[src/rtl/baud_pkg.sv]
// baud_pkg -- shared constants and helpers for the baud tick generator.
//   DEF_*          : default parameter values for baud_tick_gen
//   MIN_DIV        : smallest integer divisor accepted at runtime
//   ovs_is_legal() : oversample-ratio check (8 or 16)
//   calc_div()     : rounded clk cycles per oversample tick for a given baud
package baud_pkg;

    localparam int DEF_CNT_W   = 16;
    localparam int DEF_FRAC_W  = 4;
    localparam int DEF_OVS     = 16;
    localparam int DEF_DIV_VAL = 326;   // 50 MHz / (9600 * 16), rounded
    localparam int MIN_DIV     = 2;

    function automatic bit ovs_is_legal(input int ovs);
        return (ovs == 8) || (ovs == 16);
    endfunction

    // Nearest integer divisor; returns 0 for a zero baud or ratio.
    function automatic int calc_div(input longint unsigned clk_hz,
                                    input longint unsigned baud,
                                    input int unsigned     ovs);
        longint unsigned step;
        step = baud * longint'(ovs);
        if (step == 0)
            return 0;
        return int'((clk_hz + step / 2) / step);
    endfunction

endpackage

[src/rtl/baud_tick_gen_if.sv]
// baud_tick_gen_if -- control/status bundle of the baud tick generator.
//   master : drives en, sync_clr, div_int, div_frac, div_load; observes ticks
//   slave  : the generator side (baud_tick_gen)
interface baud_tick_gen_if
    import baud_pkg::*;
#(
    parameter int CNT_W  = DEF_CNT_W,
    parameter int FRAC_W = DEF_FRAC_W,
    parameter int OVS    = DEF_OVS
) ();
    localparam int PH_W = $clog2(OVS);

    logic              en;
    logic              sync_clr;
    logic [CNT_W-1:0]  div_int;
    logic [FRAC_W-1:0] div_frac;
    logic              div_load;
    logic              div_ack;
    logic              cfg_err;
    logic              os_tick;
    logic              bit_tick;
    logic [PH_W-1:0]   ovs_phase;

    modport master (
        output en, sync_clr, div_int, div_frac, div_load,
        input  div_ack, cfg_err, os_tick, bit_tick, ovs_phase
    );

    modport slave (
        input  en, sync_clr, div_int, div_frac, div_load,
        output div_ack, cfg_err, os_tick, bit_tick, ovs_phase
    );
endinterface

[src/rtl/baud_div_cnt.sv]
// baud_div_cnt -- period counter for the baud tick generator.
//   clk, reset (sync, active-low), en, sync_clr
//   div  : active integer divisor D
//   frac : active fractional divisor (only with BAUD_FRAC_DIV_EN)
//   wrap : combinational; high when the current edge closes a period
// With BAUD_FRAC_DIV_EN defined, a FRAC_W-bit accumulator adds frac at every
// period boundary and a carry out stretches the following period by one cycle.
module baud_div_cnt #(
    parameter int CNT_W  = 16
`ifdef BAUD_FRAC_DIV_EN
  , parameter int FRAC_W = 4
`endif
) (
    input  logic              clk,
    input  logic              reset,
    input  logic              en,
    input  logic              sync_clr,
    input  logic [CNT_W-1:0]  div,
`ifdef BAUD_FRAC_DIV_EN
    input  logic [FRAC_W-1:0] frac,
`endif
    output logic              wrap
);
    logic [CNT_W-1:0] cnt;
    logic [CNT_W-1:0] target;

`ifdef BAUD_FRAC_DIV_EN
    logic [FRAC_W-1:0] acc;
    logic              ext;     // current period is D+1 cycles
    logic [FRAC_W:0]   acc_sum;

    assign acc_sum = {1'b0, acc} + {1'b0, frac};
    assign target  = ext ? div : div - CNT_W'(1);

    always_ff @(posedge clk) begin
        if (!reset || sync_clr) begin
            acc <= '0;
            ext <= 1'b0;
        end else if (wrap) begin
            acc <= acc_sum[FRAC_W-1:0];
            ext <= acc_sum[FRAC_W];
        end
    end
`else
    assign target = div - CNT_W'(1);
`endif

    // >= rather than ==: a divisor swapped in while idle may sit below the
    // count already reached, and the period must close instead of wrapping.
    assign wrap = en && !sync_clr && (cnt >= target);

    always_ff @(posedge clk) begin
        if (!reset || sync_clr)
            cnt <= '0;
        else if (wrap)
            cnt <= '0;
        else if (en)
            cnt <= cnt + CNT_W'(1);
    end
endmodule

[src/rtl/baud_tick_gen.sv]
// baud_tick_gen -- UART oversample/bit tick generator.
//   clk   : single clock, rising edge
//   reset : synchronous, active-low
//   bus   : baud_tick_gen_if.slave
//           in : en, sync_clr, div_int, div_frac, div_load
//           out: div_ack, cfg_err, os_tick, bit_tick, ovs_phase (all registered)
// Optional feature macro: BAUD_FRAC_DIV_EN enables the fractional divisor;
// without it div_frac is ignored and every period is exactly D cycles.
// Divisor requests are parked in a pending register and only swapped in at
// a period boundary (or immediately while idle) so no period is truncated.
module baud_tick_gen
    import baud_pkg::*;
#(
    parameter int CNT_W   = DEF_CNT_W,
    parameter int FRAC_W  = DEF_FRAC_W,
    parameter int OVS     = DEF_OVS,
    parameter int DEF_DIV = DEF_DIV_VAL
) (
    input  logic clk,
    input  logic reset,
    baud_tick_gen_if.slave bus
);
    // An unsupported ratio falls back to the default wrap point.
    localparam int              OVS_EFF = ovs_is_legal(OVS) ? OVS : DEF_OVS;
    localparam int              PH_W    = $clog2(OVS);
    localparam logic [PH_W-1:0] PH_LAST = PH_W'(OVS_EFF - 1);

    logic [CNT_W-1:0] div_act;
    logic [CNT_W-1:0] div_pend;
    logic             pend_vld;
    logic             wrap;
    logic             load_ok;
    logic             load_bad;
    logic             activate;

    assign load_ok  = bus.div_load && (bus.div_int >= CNT_W'(MIN_DIV));
    assign load_bad = bus.div_load && !load_ok;
    // While idle there is no boundary to wait for, so swap on the next edge.
    assign activate = pend_vld && (wrap || !bus.en);

`ifdef BAUD_FRAC_DIV_EN
    logic [FRAC_W-1:0] frac_act;
    logic [FRAC_W-1:0] frac_pend;

    always_ff @(posedge clk) begin
        if (!reset) begin
            frac_act  <= '0;
            frac_pend <= '0;
        end else begin
            if (activate)
                frac_act <= frac_pend;
            if (load_ok)
                frac_pend <= bus.div_frac;
        end
    end

    baud_div_cnt #(.CNT_W(CNT_W), .FRAC_W(FRAC_W)) u_cnt (
        .clk      (clk),
        .reset    (reset),
        .en       (bus.en),
        .sync_clr (bus.sync_clr),
        .div      (div_act),
        .frac     (frac_act),
        .wrap     (wrap)
    );
`else
    logic [FRAC_W-1:0] unused_div_frac;
    assign unused_div_frac = bus.div_frac;

    baud_div_cnt #(.CNT_W(CNT_W)) u_cnt (
        .clk      (clk),
        .reset    (reset),
        .en       (bus.en),
        .sync_clr (bus.sync_clr),
        .div      (div_act),
        .wrap     (wrap)
    );
`endif

    always_ff @(posedge clk) begin
        if (!reset) begin
            div_act       <= CNT_W'(DEF_DIV);
            div_pend      <= '0;
            pend_vld      <= 1'b0;
            bus.div_ack   <= 1'b0;
            bus.cfg_err   <= 1'b0;
            bus.os_tick   <= 1'b0;
            bus.bit_tick  <= 1'b0;
            bus.ovs_phase <= '0;
        end else begin
            bus.div_ack  <= activate;
            bus.cfg_err  <= load_bad;
            bus.os_tick  <= wrap;
            bus.bit_tick <= wrap && (bus.ovs_phase == PH_LAST);

            if (activate) begin
                div_act  <= div_pend;
                pend_vld <= 1'b0;
            end
            // A newer request overrides both the pending one and the clear.
            if (load_ok) begin
                div_pend <= bus.div_int;
                pend_vld <= 1'b1;
            end

            if (bus.sync_clr)
                bus.ovs_phase <= '0;
            else if (wrap)
                bus.ovs_phase <= (bus.ovs_phase == PH_LAST) ? '0
                                                            : bus.ovs_phase + PH_W'(1);
        end
    end
endmodule

[src/flat_wrapper.sv]
// flat-port wrapper written by rule: the top's interface ports become plain ports
module baud_tick_gen_flat import baud_pkg::*;
#(
    parameter int CNT_W   = DEF_CNT_W,
    parameter int FRAC_W  = DEF_FRAC_W,
    parameter int OVS     = DEF_OVS,
    parameter int DEF_DIV = DEF_DIV_VAL
)
  (clk, reset, bus_en, bus_sync_clr, bus_div_int, bus_div_frac, bus_div_load, bus_div_ack, bus_cfg_err, bus_os_tick, bus_bit_tick, bus_ovs_phase);
  baud_tick_gen_if #(.CNT_W(CNT_W), .FRAC_W(FRAC_W), .OVS(OVS)) bus_i ();
  input  logic clk;
  input  logic reset;
  input wire logic [$bits(bus_i.en)-1:0] bus_en;
  input wire logic [$bits(bus_i.sync_clr)-1:0] bus_sync_clr;
  input wire logic [$bits(bus_i.div_int)-1:0] bus_div_int;
  input wire logic [$bits(bus_i.div_frac)-1:0] bus_div_frac;
  input wire logic [$bits(bus_i.div_load)-1:0] bus_div_load;
  output wire logic [$bits(bus_i.div_ack)-1:0] bus_div_ack;
  output wire logic [$bits(bus_i.cfg_err)-1:0] bus_cfg_err;
  output wire logic [$bits(bus_i.os_tick)-1:0] bus_os_tick;
  output wire logic [$bits(bus_i.bit_tick)-1:0] bus_bit_tick;
  output wire logic [$bits(bus_i.ovs_phase)-1:0] bus_ovs_phase;
  assign bus_i.en = bus_en;
  assign bus_i.sync_clr = bus_sync_clr;
  assign bus_i.div_int = bus_div_int;
  assign bus_i.div_frac = bus_div_frac;
  assign bus_i.div_load = bus_div_load;
  assign bus_div_ack = bus_i.div_ack;
  assign bus_cfg_err = bus_i.cfg_err;
  assign bus_os_tick = bus_i.os_tick;
  assign bus_bit_tick = bus_i.bit_tick;
  assign bus_ovs_phase = bus_i.ovs_phase;
  baud_tick_gen #(.CNT_W(CNT_W), .FRAC_W(FRAC_W), .OVS(OVS), .DEF_DIV(DEF_DIV)) u_core (.clk(clk), .reset(reset), .bus(bus_i));
endmodule
[config.mk]
export PLATFORM = sky130hd
export DESIGN_NAME = baud_tick_gen_flat
export DESIGN_NICKNAME = d
export VERILOG_FILES = /design/src/rtl/baud_pkg.sv /design/src/rtl/baud_tick_gen_if.sv /design/src/rtl/baud_div_cnt.sv /design/src/rtl/baud_tick_gen.sv /design/src/flat_wrapper.sv
export SDC_FILE = /design/constraint.sdc
export NUM_CORES = 1
export LEC_CHECK = 0
export ABC_AREA = 1
export BUFFER_PORTS_ARGS = -buffer_cell sky130_fd_sc_hd__buf_2
export CORE_MARGIN = 8
export CORE_UTILIZATION = 60
export CTS_CLUSTER_DIAMETER = 60
export DETAILED_ROUTE_END_ITERATION = 16
export PLACE_DENSITY = 0.79
export SLEW_MARGIN = 10
export SYNTH_ARGS = -nofsm -noshare
export SYNTH_HDL_FRONTEND = slang
export SYNTH_HIERARCHICAL = 1
export SYNTH_SLANG_ARGS = --single-unit
[constraint.sdc]
create_clock -name clk -period 6 [get_ports clk]
set_input_delay 0.9 -clock clk [delete_from_list [all_inputs] [get_ports clk]]
set_output_delay 0.9 -clock clk [all_outputs]
set_load 0.01 [all_outputs]
==> summary.md <==
| Metric | Value |
|---|---|
| Status | finished clean |
| Final core occ | 0.691 |
| Reg2Reg Setup Slack | 2720 ps |
| First-pass GRT wire length | 9890 um |
| Total Wirelength | 5860 um |
| DP HPWL | 4200 um |
| Commonest cells in the netlist | 85 x nor2_1, 83 x nand2_1, 57 x dfxtp_1 |
| Clk buf depth | 2 |
| Cell area after synthesis | 3220 um2 |
| Grt total ovfl | 0 |
| Worst skew pair latency | 340 ps |
| Largest net degree at the start of global routing | 37 |
| Distinct cells, synth | 33 |
| EDFF count, synth | 0 |
| Resize count post-CTS | 0 |
| Total iterations of the first detailed-routing run | 4 |
| Nets | 510 |
| Sequential area share after synthesis | 0.354 |
| Critical Path AT | 3470 ps |
| Share of synthesized registers carrying an async set or reset | 0 |
| Filler instances | 441 |
| CTS HTree Levels | 3 |
| PD cells | 243 nW/um2 |
| Top cell type's share of synthesized area | 0.354 |
| Hold Path Depth | 2 |
| Site Rows | 26 |
| Crit start category | flip-flop |
| GRT Total Usage | 0.159 |
| Post-CTS Repair Setup Buffers | 0 |
| CTS buffer count | 9 |
| Port buffer count | 28 |
| Least-Margin Pin Slew | ~670 ps |
| Crit Reg-Reg Endpoint | u_core/div_act[2] |
| Setup-failing EPs final | 0 |
| Die area | roughly 8000 um2 |
| Number of routed nets with antenna violations | 0 |
| I/O pin count | 33 |
| Final setup TNS | 0 ps |
| Worst reg2reg startpoint | u_core/div_act[0] |
| Hold Violations, Final | 0 |
| Die Ht | 89.3 um |
| Ys Warns | 6 |
| Antenna violations before repair | 0 |
| Initial core utilization | 0.627 |
| RSZ-0062 raised after global routing | false |
| Post-Syn Nets | 485 |
| Clock Tree Root | clkbuf_8 |
| TritonCTS clock tree | built |
| GPL Wtd Cong | 0.808 |
| Worst-path clk slew | roughly 70 ps |
| Via Count | ~2600 |
| Max-Cap Viols | 0 |
| CP required | ~6200 ps |
| Synth Instances | between 400 and 500 |
| Core ar. | 5140 um2 |
| Critical Path Sink Type | flip-flop |
| Relative slew slack | 0.555 |
| Yosys top cell by area | dfxtp_1 |
| Synth top area cells | dfxtp_1 35%, nor2_1 9.9%, nand2_1 9.7% |
| CP max FO | 18 |
| Worst Clk Skew | around 8.5 ps |
| Critical path origin | u_core/div_act[0] |
| Layout cells sized above 1 | 0.163 |
| Fmax | a little over 300 MHz |
| Inserted Diodes | 0 |
| Period Utilization, post-route | 0.546 |
| Number of synthesized register bits | 57 |
| Top_reg_cell synth | dfxtp_1 |
| Clock sink count | 57 |
| Initial drt markers | 114 |
| Routed WL per cell | 10.8 um |
| R2R depth | 20 |
| Vias in the first global route | 2373 |
| # DRC | 0 |
| Slew Viols, Final | 0 |
| WS Path Type | reg -> reg |
| Vias per inst | 4.82 |
| CP endpoint | u_core/div_act[2] |
| Most common cell in the netlist | nor2_1 |
| Syn avg cell area | between 7 and 8 um2 |
| Layout Area Growth over Synthesis | 10.1% |
| Die W | 89.3 um |
| Peak supply drop | 0.152 mV |
| Tmin final | around 3300 ps |
| Hold buffers post-CTS | 0 |
| HP Class | reg -> reg |
| Static leakage | 1.71 nW |
## flip-flops by register name, summed over array words and instances (netlist names)
| register | cells |
|---|---|
| u_core/bus.bit_tick | 1 |
| u_core/bus.cfg_err | 1 |
| u_core/bus.div_ack | 1 |
| u_core/bus.os_tick | 1 |
| u_core/bus.ovs_phase | 4 |
| u_core/div_act | 16 |
| u_core/div_pend | 16 |
| u_core/pend_vld | 1 |
| u_core/u_cnt/cnt | 16 |
## critical path: stages (launching register included)
cell      delay [ps]
dfxtp_1          320
inv_1            120
ha_1             230
nand2_1          100
nor3_1           280
nand3_1          160
xor2_1           150
inv_1             60
ha_1             270
nand2_1          100
o21ai_0           90
a21oi_1          130
nand2_1           70
nand2_1           90
inv_1            120
inv_2            100
nand2_1           60
nand2_2          250
clkinv_2         270
nand2_1          120
nand3_1           60
## kinds of logic after synthesis
logic type | share of synthesized area
adder cells (fa/ha/maj) | 0.0737
AO/OA/AOI/OAI | 0.0675
buffers and inverters | 0.102
AND/OR/NAND/NOR | 0.324
flip-flops | 0.354
XOR/XNOR | 0.0761
multiplexers | 0.00310
## cells in the final DEF (no fill, tap or decap), types with 2 or more instances in the layout
cell / instances
ha_1: 19
nor3_1: 4
o21ai_0: 16
inv_1: 53
nor2_1: 85
nor2_2: 6
nand2_2: 3
xor2_1: 20
clkbuf_8: 12
nand3_2: 13
clkinvlp_4: 2
xnor2_1: 8
nand3_1: 13
clkinv_2: 2
nor2_4: 3
nand2_1: 83
inv_2: 2
nand4_1: 5
dfxtp_1: 57
a21oi_1: 26
buf_2: 28
## through the flow
step | power, mW | worst slack (ps) | instance area (um2) | instances | hold WS [ps]
detailed placement | 0.493 | 2750 | 3330 | 525 | 448
floorplan | 0.475 | 3320 | 3220 | 441 | 430
global placement | 0.489 | 2800 | 3330 | 525 | 442
CTS | 0.871 | 2720 | 3550 | 541 | 467
global route | 0.905 | 2370 | 3550 | 541 | 500
finish | 0.864 | 2720 | 3550 | 541 | 473
## where the power goes
part           internal (mW)  leakage [nW]  switching [mW]
Clock                  0.225         0.105           0.155
Combinational         0.0323          1.14          0.0480
Sequential             0.393         0.466          0.0109
Total                  0.651          1.71           0.214
## final cells by class
cell class / count / area, um2 / area share
Multi-Input combinational cell: 314 / 1750 / 0.494
Sequential cell: 57 / 1140 / 0.321
Inverter: 56 / 211 / 0.0596
Clock buffer: 12 / 165 / 0.0465
Timing Repair Buffer: 28 / 140 / 0.0395
Tap cell: 70 / 87.6 / 0.0247
Clock inverter: 4 / 50.0 / 0.0141
## metal layers
layer / share of wire / GRT usage / routed length, um
met3: 0.025 / 0.0469 / 146
met1: 0.48 / 0.179 / 2790
met2: 0.49 / 0.271 / 2870
met4: 0.0099 / 0.0725 / 58
met5: 0 / 0 / 0
## worst min path at each step
stage	start	endpoint	slack (ps)
floorplan	u_core/div_pend[1]	u_core/div_act[1]	430
global placement	u_core/div_pend[1]	u_core/div_act[1]	440
finish	u_core/div_pend[6]	u_core/div_act[6]	470
CTS	u_core/div_pend[8]	u_core/div_act[8]	470
detailed placement	u_core/div_pend[8]	u_core/div_act[8]	450
global route	u_core/div_pend[6]	u_core/div_act[6]	500
Power figures use the tool's default switching activity.
